### src/rtl/osc_ccc_startup_seq.sv
// -----------------------------------------------------------------------------
// osc_ccc_startup_seq
//
// Power-up sequencer for a fabric CCC/PLL that is fed by the on-chip
// oscillators. It runs from the 50 MHz RC oscillator clock and steps
// through these phases:
//   1. Hold the PLL in powerdown while the oscillator settles.
//   2. Wait for lock, bounded by a timeout.
//   3. Require lock to stay up for a qualification window.
//   4. Release the fabric reset.
// If lock is lost, or never arrives, the sequencer retries from powerdown.
// After MAX_RETRIES retries it parks in FAIL.
//
// Ports
//   CLK              in   sequencer clock (RC oscillator fabric clock)
//   RESET            in   synchronous, active-high reset
//   ENABLE           in   1 = run the sequence, 0 = return to IDLE
//   PLL_LOCK         in   CCC lock, asynchronous to CLK
//   PLL_POWERDOWN_N  out  0 = CCC/PLL held in powerdown
//   FAB_RESET_N      out  active-low fabric reset
//   READY            out  clocks valid, fabric released
//   FAIL             out  retries exhausted
//   STATE            out  current state encoding (3 bits)
//   RETRY_CNT        out  retries consumed since IDLE (4 bits)
//   LOCK_LOSS_CNT    out  saturating count of RUN lock losses (8 bits);
//                         present only when OSC_LOCK_LOSS_CNT_EN is defined
//
// Optional feature macro: OSC_LOCK_LOSS_CNT_EN
// -----------------------------------------------------------------------------
module osc_ccc_startup_seq #(
   parameter int STARTUP_CYCLES = 5000,
   parameter int LOCK_TIMEOUT   = 50000,
   parameter int STABLE_CYCLES  = 256,
   parameter int MAX_RETRIES    = 3,
   parameter int CNT_W          = 17
) (
   input  logic       CLK,
   input  logic       RESET,
   input  logic       ENABLE,
   input  logic       PLL_LOCK,
   output logic       PLL_POWERDOWN_N,
   output logic       FAB_RESET_N,
   output logic       READY,
   output logic       FAIL,
   output logic [2:0] STATE,
`ifdef OSC_LOCK_LOSS_CNT_EN
   output logic [3:0] RETRY_CNT,
   output logic [7:0] LOCK_LOSS_CNT
`else
   output logic [3:0] RETRY_CNT
`endif
);

   typedef enum logic [2:0] {
      S_IDLE      = 3'd0,
      S_PWRUP     = 3'd1,
      S_WAIT_LOCK = 3'd2,
      S_STABLE    = 3'd3,
      S_RUN       = 3'd4,
      S_RETRY     = 3'd5,
      S_FAIL      = 3'd6
   } state_t;

   // Each phase loads N-1 on entry and leaves when the count reaches 0.
   // That gives exactly N cycles in the phase.
   localparam logic [CNT_W-1:0] STARTUP_LOAD = CNT_W'(STARTUP_CYCLES - 1);
   localparam logic [CNT_W-1:0] TIMEOUT_LOAD = CNT_W'(LOCK_TIMEOUT - 1);
   localparam logic [CNT_W-1:0] STABLE_LOAD  = CNT_W'(STABLE_CYCLES - 1);
   localparam logic [3:0]       RETRY_MAX    = 4'(MAX_RETRIES);

   state_t           state, state_nxt;
   logic [CNT_W-1:0] cnt, cnt_nxt;
   logic [3:0]       retry_nxt;
   logic             lock_meta, lock_s;

   assign STATE = state;

   // Two-flop synchronizer for the asynchronous PLL lock.
   // NOTE: the reset is synchronous, so it is sampled inside the clocked block
   // and does not appear in the sensitivity list.
   always_ff @(posedge CLK) begin
      if (RESET) begin
         lock_meta <= 1'b0;
         lock_s    <= 1'b0;
      end else begin
         // NOTE: non-blocking assignments let every flop sample the old value,
         // so the two stages shift instead of collapsing into one.
         lock_meta <= PLL_LOCK;
         lock_s    <= lock_meta;
      end
   end

   always_comb begin
      // NOTE: default everything first so that no path through the case
      // infers a latch.
      state_nxt = state;
      cnt_nxt   = cnt;
      retry_nxt = RETRY_CNT;
      if (!ENABLE) begin
         // ENABLE=0 overrides every other transition.
         state_nxt = S_IDLE;
         cnt_nxt   = '0;
         retry_nxt = '0;
      end else begin
         case (state)
            S_IDLE: begin
               retry_nxt = '0;
               state_nxt = S_PWRUP;
               cnt_nxt   = STARTUP_LOAD;
            end
            S_PWRUP: begin
               if (cnt == '0) begin
                  state_nxt = S_WAIT_LOCK;
                  cnt_nxt   = TIMEOUT_LOAD;
               end else begin
                  cnt_nxt = cnt - CNT_W'(1);
               end
            end
            S_WAIT_LOCK: begin
               // Lock is tested before the timeout, so lock wins on the last cycle.
               if (lock_s) begin
                  state_nxt = S_STABLE;
                  cnt_nxt   = STABLE_LOAD;
               end else if (cnt == '0) begin
                  state_nxt = S_RETRY;
                  cnt_nxt   = '0;
               end else begin
                  cnt_nxt = cnt - CNT_W'(1);
               end
            end
            S_STABLE: begin
               if (!lock_s) begin
                  state_nxt = S_RETRY;
                  cnt_nxt   = '0;
               end else if (cnt == '0) begin
                  state_nxt = S_RUN;
                  cnt_nxt   = '0;
               end else begin
                  cnt_nxt = cnt - CNT_W'(1);
               end
            end
            S_RUN: begin
               if (!lock_s) begin
                  state_nxt = S_RETRY;
                  cnt_nxt   = '0;
               end
            end
            S_RETRY: begin
               if (RETRY_CNT == RETRY_MAX) begin
                  state_nxt = S_FAIL;
                  cnt_nxt   = '0;
               end else begin
                  retry_nxt = RETRY_CNT + 4'd1;
                  state_nxt = S_PWRUP;
                  cnt_nxt   = STARTUP_LOAD;
               end
            end
            S_FAIL: begin
               state_nxt = S_FAIL;
            end
            default: begin
               // Encoding 7 is unreachable; recover to a clean IDLE.
               state_nxt = S_IDLE;
               cnt_nxt   = '0;
               retry_nxt = '0;
            end
         endcase
      end
   end

   // The outputs are decoded from the next state and registered here, so
   // they change on the same edge as STATE and never glitch.
   always_ff @(posedge CLK) begin
      if (RESET) begin
         state           <= S_IDLE;
         cnt             <= '0;
         RETRY_CNT       <= '0;
         PLL_POWERDOWN_N <= 1'b0;
         FAB_RESET_N     <= 1'b0;
         READY           <= 1'b0;
         FAIL            <= 1'b0;
      end else begin
         state           <= state_nxt;
         cnt             <= cnt_nxt;
         RETRY_CNT       <= retry_nxt;
         PLL_POWERDOWN_N <= (state_nxt == S_WAIT_LOCK) || (state_nxt == S_STABLE) ||
                            (state_nxt == S_RUN);
         FAB_RESET_N     <= (state_nxt == S_RUN);
         READY           <= (state_nxt == S_RUN);
         FAIL            <= (state_nxt == S_FAIL);
      end
   end

`ifdef OSC_LOCK_LOSS_CNT_EN
   // Lock losses while running. Only RESET clears this count; ENABLE=0 does not,
   // so the history survives re-enables.
   always_ff @(posedge CLK) begin
      if (RESET) begin
         LOCK_LOSS_CNT <= '0;
      end else if ((state == S_RUN) && (state_nxt == S_RETRY) && (LOCK_LOSS_CNT != 8'hFF)) begin
         LOCK_LOSS_CNT <= LOCK_LOSS_CNT + 8'd1;
      end
   end
`endif

endmodule

### config.mk
export PLATFORM = sky130hd
export DESIGN_NAME = osc_ccc_startup_seq
export DESIGN_NICKNAME = d
export VERILOG_FILES = /design/src/rtl/osc_ccc_startup_seq.sv
export SDC_FILE = /design/constraint.sdc
export NUM_CORES = 1
export LEC_CHECK = 0
export BUFFER_PORTS_ARGS = -buffer_cell sky130_fd_sc_hd__buf_2
export CORE_MARGIN = 8
export CORE_UTILIZATION = 59
export CTS_CLUSTER_DIAMETER = 50
export DETAILED_ROUTE_END_ITERATION = 8
export GPL_ROUTABILITY_DRIVEN = 0
export PLACE_DENSITY = 0.79
export SYNTH_ARGS = -nofsm -noshare
export SYNTH_HDL_FRONTEND = slang
export SYNTH_SLANG_ARGS = --single-unit
### constraint.sdc
create_clock -name CLK -period 2.7 [get_ports CLK]
set_input_delay 0.135 -clock CLK [delete_from_list [all_inputs] [get_ports CLK]]
set_output_delay 0.135 -clock CLK [all_outputs]
set_load 0.05 [all_outputs]
After elaboration in Yosys (flattened, before gate mapping)
Index checks and enable logic that the tools add are counted.

word-level totals
  flip-flop bits (word level) = 29
  input bits = 4
  output and inout port bits = 11
  word-level logic and storage cells = 52

operators by class
  add/subtract/negate cells = 2
  equal/unequal tests = 13
  muxes and demuxes = 18
  bitwise logic cells = 3
  reductions and logical operators = 8

operator list
  operator                                              number
  one-hot mux 17 bit (7 select lines)                   1
  2-to-1 mux 17 bit                                     5
  2-to-1 mux 3 bit                                      8
  one-hot mux 3 bit (7 select lines)                    1
  logical NOT 17 bit                                    1
  subtractor 17 x 1 -> 17 bit (second input constant)   1
  equality test 3 bit (second input constant)           5
  2-to-1 mux 13 bit                                     1
  equality test 3 x 2 -> 1 bit (second input constant)  4
  one-hot mux 4 bit (2 select lines)                    1
  OR reduction 5 bit                                    1
  adder 4 x 1 -> 4 bit (second input constant)          1
  equality test 4 x 2 -> 1 bit (second input constant)  1
  2-to-1 mux 4 bit                                      1
  != test 2 bit (second input constant)                 2
  AND reduction 2 bit                                   2
  equality test 3 x 1 -> 1 bit (second input constant)  1
  logical NOT 3 bit                                     1
  inverter 1 bit                                        3
  logical OR 1 bit                                      2
  OR reduction 2 bit                                    1

Depth between registers and ports, before layout
  depth after elaboration = 8
  gate-level depth with buffers = 8
  mapped depth without buffers = 8

Worst setup path after synthesis
No wires, ideal clock.

  kind = register -> register
  start point = register state[0], in the netlist STATE[0]
  end point = register PLL_POWERDOWN_N
  setup time = 129 ps
  arrival time = 2064 ps
  required time = 2571 ps
  path slack = 507 ps
  cell stages (with the launch flop) = 8
  path buffers = 1
  clock period less this slack = 2193 ps
  cells stage by stage = dfxtp_1 clkbuf_1 nor4bb_1 nor3b_1 a21oi_1 o211ai_1 and3b_1 o21bai_1

on the way
  longest elaborated chain between the ends = 7
  elaborated cells between the ends (all ways) = 20
  those cells by class = eq/ne: 9; mux: 8; reduce/logical: 3

RTL lines
  what                                        RTL line  text
  from (decl)                                 71        state_t state, state_nxt;
  from (signal assigned)                      183       state <= state_nxt;
  2-to-1 mux 3 bit, on equally long branches  135, 124
  2-to-1 mux 3 bit, on equally long branches  132, 121
  one-hot mux 3 bit (7 select lines) *        105       case (state)
  2-to-1 mux 3 bit *                          99        if (!ENABLE) begin
  equality test 3 x 2 -> 1 bit                186       PLL_POWERDOWN_N <= (state_nxt == S_WAIT_LOCK) || (state_nxt == S_STABLE) ||
  logical OR 1 bit                            186
  logical OR 1 bit *                          186
  to (signal assigned)                        186
  to (decl)                                   41        output logic PLL_POWERDOWN_N,

Mark *: on every way between the ends. The rest lies on a longest branch, timed or not.
A chain may end at the register's enable or synchronous reset.

Final worst setup path
Ends and elaborated chain as after synthesis.

==> impl_metrics.yaml <==
grt:
  grt_pass1_wl_mm: 7.58
  grt_pass1_vias: 1629
  grt_max_degree: 25
  antenna_found_initial: 0
  grt.overflow.total: 0
  grt_usage_pct: 17.7
sta:
  clock-skew-final_ns: 0.00818
  tightest_slew_ns: 0.706
  fin_tns_setup_ns: 0
  drv_slew: 0
  holdWs_ns: 0.0129
  finalCriticalPeriod_ns: 2.25
  fin_crit_sh_pct: 83.4
  hold_viol: 0
  rsz0062_at_grt: "false"
  finalSetupViolCount: 0
  max_freq_ghz: 0.444
  timing.slew.headroom_pct: 52.9
logic_synthesis:
  synth_cells: 236
  postSynthAreaPerCell_um2: 7.97
  synth_seq_cells: 29
  ys_seq_area_share_pct: 30.9
  ys_async_sr_fraction_pct: 0
  ys.flop_type: "dfxtp_1"
  yosysWarnings: 0
  synth_edf_count: 0
  yosys.cell_types.count: 62
  syn_area_um2: 1880
  syn_nets: 243
pwr:
  power_leakage_nw: 0.793
  power_w: 0.00107
  vdd_drop_max_uv: 328
  powerDensity_nw_per_um2: 514
die:
  die-area_um2: 5250
  die_h_um: 72.5
  initial_core_util_pct: 61.6
  ios: 15
  core_area_um2: 3050
  die_w_um: 72.5
  num_rows: 20
place:
  dp_hpwl_mm: 3.26
  port_buffers: 14
setup_path:
  required_ns: 2.93
  ff2ff_setup_slack_ns: 0.45
  path_class: "reg2reg"
  crit_fanout: 19
  slowest_stage: "dfxtp_1"
  worstSetupEndpointType: "flop"
  crit_chain: "nor4bb_1 -> nor3b_1 -> a21oi_1 -> o211ai_1 -> and3b_1 -> o21bai_1"
  cp.arrival_ns: 2.48
  max_stage_delay_ns: 0.69
  crit_path_start_kind: "flop"
cts:
  root_buffer: "clkbuf_4"
  post-cts-setup-buffer-count: 0
  cts_buffer_depth: 2
  clkTransAtPathRegs_ns: 0.09
  clkSinkCount: 29
  worstSkewPairLatency_ns: 0.33
  cts_tree: "built"
  cts_resized: 0
  htree_levels: 2
  cts_buffers: 5
hold_path:
  hp-class: "in2reg"
job:
  drv_cap: 0
detailed_routing:
  drtPass1Iterations: 5
  drc: 0
  vias: 1805
  vias_per_cell: 6.12
  detail_route.wl_per_cell_um: 15.0
  drt_iter0_drc: 146
  wirelength_mm: 4.41
  antenna_left: 0
layout:
  num_antenna_cells: 0
  finish.utilization_pct: 68.0
  fin_nets: 257
  nFillCells: 274
  drive_gt1_share_pct: 15.9
  area_delta_synth_final_pct: 10.4
status:
  status: "completed"
## registers in the layout (all words and copies together), names as in the netlist
signal	cells
lock_meta	1
READY	1
PLL_POWERDOWN_N	1
STATE	3
RETRY_CNT	4
lock_s	1
cnt	17
FAIL	1
## layout make-up
cell class	count	area, um^2	share of cell area [%]
Tap cell	44	55.1	2.65
Clock inverter	1	30.0	1.45
Timing Repair Buffer	21	125	6.02
Sequential cell	29	581	28.0
Inverter	9	33.8	1.63
Clock buffer	7	55.1	2.65
Multi-Input combinational cell	184	1200	57.7
## worst max-delay path: cells and delay by family, from the launching register on
| kind | cells | cell delay, ns |
|---|---|---|
| flops | 1 | 0.69 |
| simple gates | 3 | 1.00 |
| compound gates | 3 | 0.46 |
## where the power goes
| part | switching [W] | internal (W) | leakage (nW) |
|---|---|---|---|
| Clock | 0.000154 | 0.000221 | 0.0455 |
| Combinational | 0.000135 | 0.0000902 | 0.512 |
| Sequential | 0.0000247 | 0.000442 | 0.236 |
| Total | 0.000313 | 0.000753 | 0.793 |
## layer usage
metal	part of all wire, %	global-route usage, %
met1	47	22.7
met2	45	26.9
met3	6.3	5.65
met4	1.8	6.44
met5	0	0
## through the flow
stage | cells | worst slack [ns] | instance area (um^2)
finish | 295 | 0.448 | 2080
global route | 295 | 0.236 | 2080
CTS | 295 | 0.507 | 2080
detailed placement | 286 | 0.511 | 1980
global placement | 286 | 0.552 | 1980
floorplan | 236 | 0.507 | 1880
## path summary, 6_finish.rpt
kind	from	end	cells after the start
setup / recovery	STATE[0]$_SDFF_PP0_	PLL_POWERDOWN_N$_SDFF_PP0_	6
hold / removal	PLL_LOCK	lock_meta$_SDFF_PP0_	2
setup reg to reg	STATE[0]$_SDFF_PP0_	PLL_POWERDOWN_N$_SDFF_PP0_	6
hold reg to reg	lock_meta$_SDFF_PP0_	lock_s$_SDFF_PP0_	1
## cell families (layout without fill, tap and decap cells)
kind of cell | count (synthesis) | after routing | share of synthesized area [%]
and+or+nand+nor | 106 | 106 | 32.8
AOI/OAI and AO/OA | 66 | 66 | 24.7
DFF | 29 | 29 | 30.9
buffers and inverters | 23 | 38 | 5.45
xor gates and xnor gates | 9 | 9 | 4.19
adders and majority gates | 3 | 3 | 2.00
## cell usage in the layout, fill, tap and decap left out, drive strengths merged, types with 3 or more instances in the layout
cell type  synthesis  layout
dfxtp             29      29
nand2             24      24
nor2              24      24
buf                5      20
o21ai             16      16
a21oi             15      15
nor4              11      11
inv                9       9
clkbuf             9       7
nor2b              6       6
xor2               6       6
nor3               6       6
nand2b             5       5
a31oi              5       5
a311oi             4       4
and3               3       3
nor3b              3       3
nand3b             3       3
a21o               3       3
xnor2              3       3
nand3              3       3
a221oi             3       3
nand4              3       3
ha                 3       3
## Yosys cell counts, types with 4 or more instances
cell	n	area [um^2]
nand2_1	24	90.1
nor4_1	9	56.3
dfxtp_1	29	581
inv_1	9	33.8
nor3_1	5	25.0
nand2b_1	5	31.3
a31oi_1	4	25.0
a21oi_1	15	75.1
xor2_1	6	52.6
nor2_1	23	86.3
nor2b_1	6	37.5
o21ai_0	16	80.1
clkbuf_1	9	33.8
## timing repair
item                                    4_1_cts  5_1_grt
endpoints found under the setup margin        0        0
endpoints found under the hold margin         2        0
hold buffers                                  1        0
Note: power is estimated with default switching activity, not from simulation.
